**src/rtl/voltmeter_pkg.sv**
```systemverilog
// Shared types and constants for the voltmeter front-panel logic.
// Covers command encoding, button bit positions and the hold/repeat FSM states.
package voltmeter_pkg;

  typedef enum logic [1:0] {
    CMD_NONE,
    CMD_INC,
    CMD_DEC,
    CMD_ZERO
  } cmd_t;

  typedef enum logic [1:0] {
    RPT_IDLE,
    RPT_HOLD,
    RPT_RUN
  } rpt_state_t;

  localparam int BTN_UP      = 0;
  localparam int BTN_DOWN    = 1;
  localparam int BTN_HOME    = 2;
  localparam int NCH_DEFAULT = 13;

endpackage

```
**src/rtl/btn_repeat.sv**
```systemverilog
// Press-and-hold auto-repeat for one debounced button.
// Emits a step on the press tick, again after HOLD_CYC cycles, then every REPEAT_CYC cycles.
module btn_repeat #(
  parameter int HOLD_CYC   = 50_000_000,
  parameter int REPEAT_CYC = 10_000_000
) (
  input  logic clk,
  input  logic reset,
  input  logic level,
  input  logic tick,
  output logic step
);
  import voltmeter_pkg::*;

  // Counter sized for the longer hold interval; the repeat interval must fit in it too.
  localparam int CW = (HOLD_CYC > 1) ? $clog2(HOLD_CYC) : 1;
  localparam logic [CW-1:0] HOLD_LAST = CW'(HOLD_CYC - 1);
  localparam logic [CW-1:0] RPT_LAST  = CW'(REPEAT_CYC - 1);

  rpt_state_t state_reg, state_next;
  logic [CW-1:0] cnt_reg, cnt_next;

  always_ff @(posedge clk) begin
    if (reset) begin
      state_reg <= RPT_IDLE;
      cnt_reg   <= '0;
    end else begin
      state_reg <= state_next;
      cnt_reg   <= cnt_next;
    end
  end

  always_comb begin
    state_next = state_reg;
    cnt_next   = cnt_reg;
    step       = 1'b0;
    case (state_reg)
      RPT_IDLE: begin
        if (tick) begin
          step       = 1'b1;
          state_next = RPT_HOLD;
          cnt_next   = '0;
        end
      end
      RPT_HOLD: begin
        if (!level) begin
          state_next = RPT_IDLE;
          cnt_next   = '0;
        end else if (cnt_reg == HOLD_LAST) begin
          step       = 1'b1;
          state_next = RPT_RUN;
          cnt_next   = '0;
        end else begin
          cnt_next = cnt_reg + 1'b1;
        end
      end
      RPT_RUN: begin
        if (!level) begin
          state_next = RPT_IDLE;
          cnt_next   = '0;
        end else if (cnt_reg == RPT_LAST) begin
          step     = 1'b1;
          cnt_next = '0;
        end else begin
          cnt_next = cnt_reg + 1'b1;
        end
      end
      default: begin
        state_next = RPT_IDLE;
        cnt_next   = '0;
      end
    endcase
  end

endmodule

```
**src/rtl/btn_channel_ctrl.sv**
```systemverilog
// Channel selection for the voltmeter: button arbitration, a one-deep command register
// held off while the ADC is busy, and the wrapping channel register.
module btn_channel_ctrl #(
  parameter int NCH        = voltmeter_pkg::NCH_DEFAULT,
  parameter int HOLD_CYC   = 50_000_000,
  parameter int REPEAT_CYC = 10_000_000
) (
  input  logic                   clk,
  input  logic                   reset,
  input  logic [2:0]             db_level,
  input  logic [2:0]             db_tick,
  input  logic                   adc_busy,
  output logic [$clog2(NCH)-1:0] ch_sel,
  output logic                   ch_update,
  output logic                   pending
);
  import voltmeter_pkg::*;

  localparam int CHW = $clog2(NCH);
  localparam logic [CHW-1:0] CH_LAST = CHW'(NCH - 1);

  logic [1:0]     step;
  logic           home_evt;
  cmd_t           cmd_new;
  cmd_t           cmd_reg;
  logic           pending_reg;
  logic           update_reg;
  logic [CHW-1:0] ch_sel_reg, ch_sel_next;

  // UP and DOWN share the same hold/repeat behaviour; index matches BTN_UP/BTN_DOWN.
  generate
    for (genvar gi = 0; gi < 2; gi++) begin : g_rpt
      btn_repeat #(
        .HOLD_CYC  (HOLD_CYC),
        .REPEAT_CYC(REPEAT_CYC)
      ) u_rpt (
        .clk  (clk),
        .reset(reset),
        .level(db_level[gi]),
        .tick (db_tick[gi]),
        .step (step[gi])
      );
    end
  endgenerate

  assign home_evt = db_tick[BTN_HOME] & db_level[BTN_HOME];

  // HOME dominates; simultaneous UP and DOWN cancel out.
  always_comb begin
    cmd_new = CMD_NONE;
    if (home_evt)
      cmd_new = CMD_ZERO;
    else if (step[BTN_UP] && !step[BTN_DOWN])
      cmd_new = CMD_INC;
    else if (step[BTN_DOWN] && !step[BTN_UP])
      cmd_new = CMD_DEC;
  end

  always_comb begin
    ch_sel_next = ch_sel_reg;
    case (cmd_reg)
      CMD_INC:  ch_sel_next = (ch_sel_reg == CH_LAST) ? '0 : ch_sel_reg + 1'b1;
      CMD_DEC:  ch_sel_next = (ch_sel_reg == '0) ? CH_LAST : ch_sel_reg - 1'b1;
      CMD_ZERO: ch_sel_next = '0;
      default:  ch_sel_next = ch_sel_reg;
    endcase
  end

  // While a command is held, new commands are dropped rather than queued.
  always_ff @(posedge clk) begin
    if (reset) begin
      ch_sel_reg  <= '0;
      cmd_reg     <= CMD_NONE;
      pending_reg <= 1'b0;
      update_reg  <= 1'b0;
    end else begin
      update_reg <= 1'b0;
      if (pending_reg) begin
        if (!adc_busy) begin
          ch_sel_reg  <= ch_sel_next;
          update_reg  <= 1'b1;
          pending_reg <= 1'b0;
          cmd_reg     <= CMD_NONE;
        end
      end else if (cmd_new != CMD_NONE) begin
        cmd_reg     <= cmd_new;
        pending_reg <= 1'b1;
      end
    end
  end

  assign ch_sel    = ch_sel_reg;
  assign ch_update = update_reg;
  assign pending   = pending_reg;

endmodule

```
**config.mk**
```make
export PLATFORM = sky130hd
export DESIGN_NAME = btn_channel_ctrl
export DESIGN_NICKNAME = d
export VERILOG_FILES = /design/src/rtl/voltmeter_pkg.sv /design/src/rtl/btn_repeat.sv /design/src/rtl/btn_channel_ctrl.sv
export SDC_FILE = /design/constraint.sdc
export NUM_CORES = 1
export LEC_CHECK = 0
export CAP_MARGIN = 25
export CORE_ASPECT_RATIO = 0.7
export CORE_UTILIZATION = 35
export CTS_BUF_LIST = sky130_fd_sc_hd__clkbuf_16
export DETAILED_ROUTE_END_ITERATION = 8
export PLACE_DENSITY = 0.6
export SYNTH_ARGS = -nofsm -noshare
export SYNTH_HDL_FRONTEND = slang
export SYNTH_SLANG_ARGS = --single-unit
```
**constraint.sdc**
```tcl
create_clock -name clk -period 2.2 [get_ports clk]
set_input_delay 0.55 -clock clk [delete_from_list [all_inputs] [get_ports clk]]
set_output_delay 0.55 -clock clk [all_outputs]
set_load 0.05 [all_outputs]
```
==> run_results.csv, run 1 <==
group,metric,value,unit
outcome,status,"complete, no violations",
detailed_routing,wl,7479,µm
logic_synthesis,yosys.area.top_type,"dfxtp_1",
job,drv_cap,0,
layout,drive_above_1_share,13.36,%
critical_path,cp_top_family,"buffers and inverters",
logic_synthesis,synth_top_area_share,37.40,%
layout,antenna_cells,0,
critical_path,path_cells,"clkdlybuf4s50_1",
logic_synthesis,ys_async_sr_fraction,0,%
critical_path,rr_startpoint,"g_rpt[1].u_rpt.state_reg[0]",
logic_synthesis,ys_types,53,
grt,grt_antenna_before_repair,0,
grt,first_global_vias,2678,
logic_synthesis,synth_flop_cell,"dfxtp_1",
floorplan,core.rowCount,29,
floorplan,start_util,36.88,%
detailed_routing,drt_iter0_markers,133,
sta,fin_hold_ws,0.4746,ns
floorplan,fp.dieH,84.78,µm
logic_synthesis,ys_ff_latch,64,
grt,track_usage,15.75,%
clock_tree,cts.sinks,64,
critical_path,crit_start,"ch_sel[1]",
layout,layout_common_cells,"dfxtp_1 (63), nor2_1 (57), nand2_1 (42)",
clock_tree,cts_made_buffers,9,
detailed_routing,detail-route-antenna-nets,0,
critical_path,cp_max_fo,6,
layout,nNetsFinal,481,
logic_synthesis,synth_edf_count,0,
logic_synthesis,netlist_instances,407,
hold_path,hold_path_class,"reg -> reg",
floorplan,core,9289,µm²
sta,drv_slew,0,
sta,hold_viol_final,0,
floorplan,die_w,120.3,µm
placement,dp.final_hpwl,5625,µm
sta,max_freq,467.2,MHz
clock_tree,cts-htree-levels,3,
sta,setup_viol,0,
sta,max_slew.worst_pin.slew,0.4993,ns
clock_tree,cts.path.max_buffers,2,
clock_tree,clkSlewWorstSetupHoldPaths,0.05,ns
layout,layout_commonest_cell,"dfxtp_1",
power,p_per_area,783.3,nW/µm²
clock_tree,cts_tree,"built",
detailed_routing,wl_per_cell,12.72,µm
critical_path,critPathBufInv,1,
logic_synthesis,syn_nets,429,
placement,io_buffers,14,
critical_path,slowest_stage,"clkdlybuf4s50_1",
clock_tree,clkLatencyLatePin,0.33,ns
placement,gp_congestion,0.7898,
power,leakage,1.545,nW
grt,globalRouteOverflowTotal,0,
sta,max-slew-margin-rel,66.66,%
placement,place_ws,-0.1150,ns
grt,grt_pass1_wl,12670,µm
sta,clock_skew,0.008635,ns
grt,grt_max_degree,19,
critical_path,crit_arrival,1.59,ns
sta,setup_ws,0.05960,ns
floorplan,ios,15,
hold_path,min-delay-start,"g_rpt[1].u_rpt.cnt_reg[1]",
logic_synthesis,synth_area_leaders,"dfxtp_1 (37%), xor2_1 (7.4%), nor2_1 (6.2%)",
sta,rsz0062_at_grt,"false",
critical_path,crit_path_max_incr_delay,0.84,ns
critical_path,crit_type,"reg -> out",
logic_synthesis,seq_area_frac_synth,37.40,%
detailed_routing,vias,2949,
floorplan,dieArea,10190,µm²
logic_synthesis,yosys_warnings,0,
clock_tree,root_buffer,"clkbuf_16",
layout,largest_reg_flops,52,
sta,min_period_over_period,97.29,%
power,ir_worst_vdd,0.0003755,V
logic_synthesis,avgSynthCellArea,8.417,µm²
layout,finalCoreUtilization,46.16,%
detailed_routing,viasPerCell,5.015,
critical_path,critical_path.endpoint_type,"primary output",
detailed_routing,drt_first_pass_iters,4,
critical_path,start_kind,"flop",
sta,min_period,2.140,ns
clock_tree,post_cts_buffers,0,
layout,n_fill_cell,919,
critical_path,crit_required,1.65,ns
detailed_routing,route.detailed.drc,0,
layout,synthToLayoutAreaGrowth,25.16,%
logic_synthesis,syn-cell-area,3426,µm²
-- cell type report --
type / instances / area, µm² / area share [%]
Clock inverter: 7 / 78.83 / 1.838
Inverter: 12 / 45.04 / 1.050
Tap cell: 124 / 155.1 / 3.618
Clock buffer: 9 / 225.2 / 5.252
Timing Repair Buffer: 52 / 426.7 / 9.950
Sequential cell: 64 / 1282 / 29.91
Multi-Input combinational cell: 320 / 2074 / 48.38
-- power breakdown --
part / switching [W] / internal [W]
clock network: 0.000492 / 0.000970
registers: 0.0000543 / 0.00120
logic: 0.000363 / 0.000275
-- metal layers --
layer | vias to the layer above | wire (µm) | track usage, %
li1 | 1542 | - | -
met1 | 1339 | 4023 | 23.12
met2 | 57 | 2955 | 21.47
met3 | 11 | 384 | 4.008
met4 | 0 | 116 | 6.510
met5 | - | 0 | 0
-- repair_timing --
action | CTS | global route
hold buffers | 0 | 0
resized for setup | 2 | 7
endpoints found under the setup margin | 2 | 26
-- logic make-up (layout without fill, tap and decap cells) --
group / after synthesis / in the layout / synth area share, %
flip-flops: 64 / 64 / 37.40
AO/OA/AOI/OAI: 55 / 55 / 11.14
multiplexers: 3 / 3 / 0.8766
adder cells (fa/ha/maj): 13 / 13 / 4.748
AND/OR/NAND/NOR: 207 / 207 / 32.40
XOR/XNOR: 42 / 42 / 10.74
buffers and inverters: 23 / 80 / 2.702
-- final timing paths --
path / endpoint / slack (ns) / cells past startpoint
max: ch_sel[1] / 0.06 / 1
max reg2reg: cmd_reg[1] / 0.13 / 7
min: g_rpt[1].u_rpt.cnt_reg[1] / 0.47 / 2
min reg2reg: g_rpt[1].u_rpt.cnt_reg[1] / 0.47 / 2
-- per-stage QoR --
step | setup TNS (ns) | instance area, µm² | instances | power, W
after floorplan | 0 | 3426 | 407 | 0.001673
after global placement | -0.4242 | 3956 | 572 | 0.001897
after detailed placement | -0.7746 | 3956 | 572 | 0.001907
after CTS | 0 | 4258 | 588 | 0.003386
after global routing | 0 | 4288 | 588 | 0.003520
final | 0 | 4288 | 588 | 0.003359
-- cell usage after synthesis (3+ instances only) --
library cell,n
and3_1,6
clkbuf_1,6
a2111o_1,3
nand3b_1,5
nor4b_1,3
nand4b_1,4
nand3_1,22
nand2b_1,10
xnor2_1,13
buf_2,5
dfxtp_1,64
and4b_1,3
and2_1,7
o31ai_1,4
nand2_1,42
inv_1,12
xor2_1,29
nor3_1,12
nor2_1,57
a21oi_1,18
nand4_1,13
o21ai_0,7
mux2i_1,3
nor3b_1,3
ha_1,13
and4_1,3
nor2b_1,7
No activity file was read; power rests on OpenSTA's default activity.
==> inputs of run 2 (changes only) <==
--- a/config.mk
+++ b/config.mk
@@ -10,6 +10,7 @@
 export CORE_UTILIZATION = 35
 export CTS_BUF_LIST = sky130_fd_sc_hd__clkbuf_16
 export DETAILED_ROUTE_END_ITERATION = 8
+export GPL_ROUTABILITY_DRIVEN = 0
 export PLACE_DENSITY = 0.6
 export SYNTH_ARGS = -nofsm -noshare
 export SYNTH_HDL_FRONTEND = slang
==> results of run 2 <==
Final layout, timing and power as in run 1 (identical DEF).
==> inputs of run 3 (changes only) <==
==> constraint.sdc (replaced) <==
create_clock -name clk -period 2.7 [get_ports clk]
set_input_delay 0.675 -clock clk [delete_from_list [all_inputs] [get_ports clk]]
set_output_delay 0.675 -clock clk [all_outputs]
set_load 0.05 [all_outputs]
==> run 3 against run 2 <==
  * Routed wire length down 3.4%
  * Worst setup slack better by 0.24 ns
  * Clock skew down 0.0037 ns
  * Global-route usage down 0.18 points
  * Flip-flop and latch count unchanged
  * Sequential share of layout area up 1.9 points
  * Core utilization down 2.7 points
  * Clock power down 33%
  * Total power down 27%
  * Clock-buffer cell count unchanged
==> run_results.csv, run 3 (synthesis results as in run 1) <==
group,metric,value,unit
critical_path,crit_start,"ch_sel[2]",
layout,drive_above_1_share,7.273,%
power,power.internal,0.001754,W
critical_path,worst-r2r-cell-count,8,
critical_path,crit_required,2.03,ns
detailed_routing,route.detailed.drc,0,
floorplan,start_util,36.88,%
layout,synthToLayoutAreaGrowth,17.75,%
clock_tree,clkLatencyLatePin,0.33,ns
layout,antenna_cells,0,
detailed_routing,drt_first_pass_iters,4,
floorplan,dieArea,10190,µm²
critical_path,crit_path_max_incr_delay,0.87,ns
critical_path,cp.depth,1,
floorplan,fp.dieH,84.78,µm
layout,nNetsFinal,458,
critical_path,endpoint,"ch_sel[2]",
detailed_routing,vias,2837,
power,p_per_area,608.9,nW/µm²
sta,max_freq,417.4,MHz
clock_tree,cts_made_buffers,9,
grt,globalRouteOverflowTotal,0,
critical_path,critical_path.endpoint_type,"primary output",
critical_path,cp_max_fo,12,
power,pwr-share-seq,41.9,%
grt,use_met2,21.58,%
power,power_frac_comb,18.5,%
placement,dp.final_hpwl,5352,µm
critical_path,r2r_slack,0.55,ns
sta,hold_viol_final,0,
sta,rsz0062_at_grt,"false",
power,sw_frac_of_total,28.61,%
grt,grt-busiest-layer,"met1",
clock_tree,cts-htree-levels,3,
floorplan,die_w,120.3,µm
clock_tree,cts.path.max_buffers,2,
layout,largest_reg_flops,52,
clock_tree,cts-resized-gates,0,
layout,layout_commonest_cell,"dfxtp_1",
clock_tree,clkSlewWorstSetupHoldPaths,0.05,ns
grt,grt_max_degree,23,
grt,track_usage,15.57,%
sta,max_slew.worst_pin.slew,0.4966,ns
sta,setup_viol,0,
sta,min_period_over_period,88.73,%
grt,grt_antenna_before_repair,0,
clock_tree,cts_tree,"built",
sta,drv_slew,0,
critical_path,slowest_stage,"clkdlybuf4s50_1",
critical_path,start_kind,"flop",
critical_path,crit_arrival,1.72,ns
grt,gr-usage-met3,5.639,%
critical_path,critPathBufInv,1,
grt,use_met1,22.47,%
detailed_routing,wl_per_cell,12.80,µm
critical_path,cp_top_family,"buffers and inverters",
sta,clock_skew,0.004982,ns
placement,place_ws,0.2034,ns
critical_path,path_cells,"clkdlybuf4s50_1",
sta,fin_tns_setup,0,ns
clock_tree,post_cts_buffers,0,
placement,io_buffers,14,
clock_tree,ctsHoldBuffers,0,
power,switchingPower,0.0007026,W
power,pwr-share-clk,39.7,%
floorplan,ios,15,
detailed_routing,detail-route-antenna-nets,0,
job,drv_cap,0,
grt,grt_pass1_wl,12420,µm
floorplan,core.rowCount,29,
floorplan,core,9289,µm²
detailed_routing,viasPerCell,5.030,
detailed_routing,drt_iter0_markers,197,
sta,setup_ws,0.3043,ns
critical_path,rr_startpoint,"g_rpt[0].u_rpt.cnt_reg[0]",
outcome,status,"complete, no violations",
power,leakage,1.388,nW
sta,max-slew-margin-rel,66.79,%
grt,first_global_vias,2622,
critical_path,r2r-end,"g_rpt[0].u_rpt.cnt_reg[22]",
clock_tree,root_buffer,"clkbuf_16",
detailed_routing,wl,7221,µm
sta,min_period,2.396,ns
layout,finalCoreUtilization,43.43,%
critical_path,crit_type,"reg -> out",
power,ir_worst_vdd,0.0002688,V
hold_path,hold_path_class,"reg -> reg",
layout,layout_common_cells,"dfxtp_1 (64), nor2_1 (57), nand2_1 (42)",
clock_tree,cts.sinks,64,
run 3: changes by cell type in the layout (fill, tap and decap cells not counted), sizes merged:
cell / change
inv: +2
bufinv: -2
dlymetal6s2s: -1
clkdlybuf4s50: +4
dlygate4sd2: -2
clkinv: -1
buf: -24
run 3: worst min-delay path by stage:
stage	cells after the start	from	slack [ns]	endpoint
5_1_grt	2	g_rpt[1].u_rpt.cnt_reg[1]	0.50	g_rpt[1].u_rpt.cnt_reg[1]
3_3_place_gp	2	g_rpt[1].u_rpt.cnt_reg[1]	0.45	g_rpt[1].u_rpt.cnt_reg[1]
2_1_floorplan	2	g_rpt[1].u_rpt.cnt_reg[1]	0.44	g_rpt[1].u_rpt.cnt_reg[1]
4_1_cts	2	g_rpt[1].u_rpt.cnt_reg[1]	0.47	g_rpt[1].u_rpt.cnt_reg[1]
6_report	2	g_rpt[1].u_rpt.cnt_reg[1]	0.47	g_rpt[1].u_rpt.cnt_reg[1]
3_5_place_dp	2	g_rpt[1].u_rpt.cnt_reg[1]	0.46	g_rpt[1].u_rpt.cnt_reg[1]
run 3: cell type report:
type	instances	area (µm²)
Inverter	12	45.04
Clock inverter	6	22.52
Sequential cell	64	1281
Clock buffer	9	225.2
Timing Repair Buffer	29	252.7
Fill cell	934	5255
Multi-Input combinational cell	320	2052
Tap cell	124	155.1
run 3: through the flow:
step           instances  instance area, µm²  total power, W  hold slack (ns)
6_report             564                4034        0.002456           0.4742
5_1_grt              564                4034        0.002603           0.4971
4_1_cts              564                4034        0.002491           0.4685
3_5_place_dp         549                3786        0.001500           0.4621
3_3_place_gp         549                3786        0.001496           0.4546
2_1_floorplan        407                3426        0.001363           0.4440
run 3: routing by layer:
layer | wire, µm | up-vias
li1 | - | 1494
met1 | 3980 | 1299
met2 | 2847 | 38
met3 | 326 | 6
met4 | 67 | 0
met5 | 0 | -
run 3: power groups by stage:
stage          clock [W]  sequential, W  combinational [W]
2_1_floorplan          0        0.00106           0.000303
3_3_place_gp           0        0.00104           0.000451
3_5_place_dp           0        0.00105           0.000452
4_1_cts          0.00101        0.00103           0.000454
5_1_grt          0.00106        0.00103           0.000509
6_report        0.000975        0.00103           0.000453
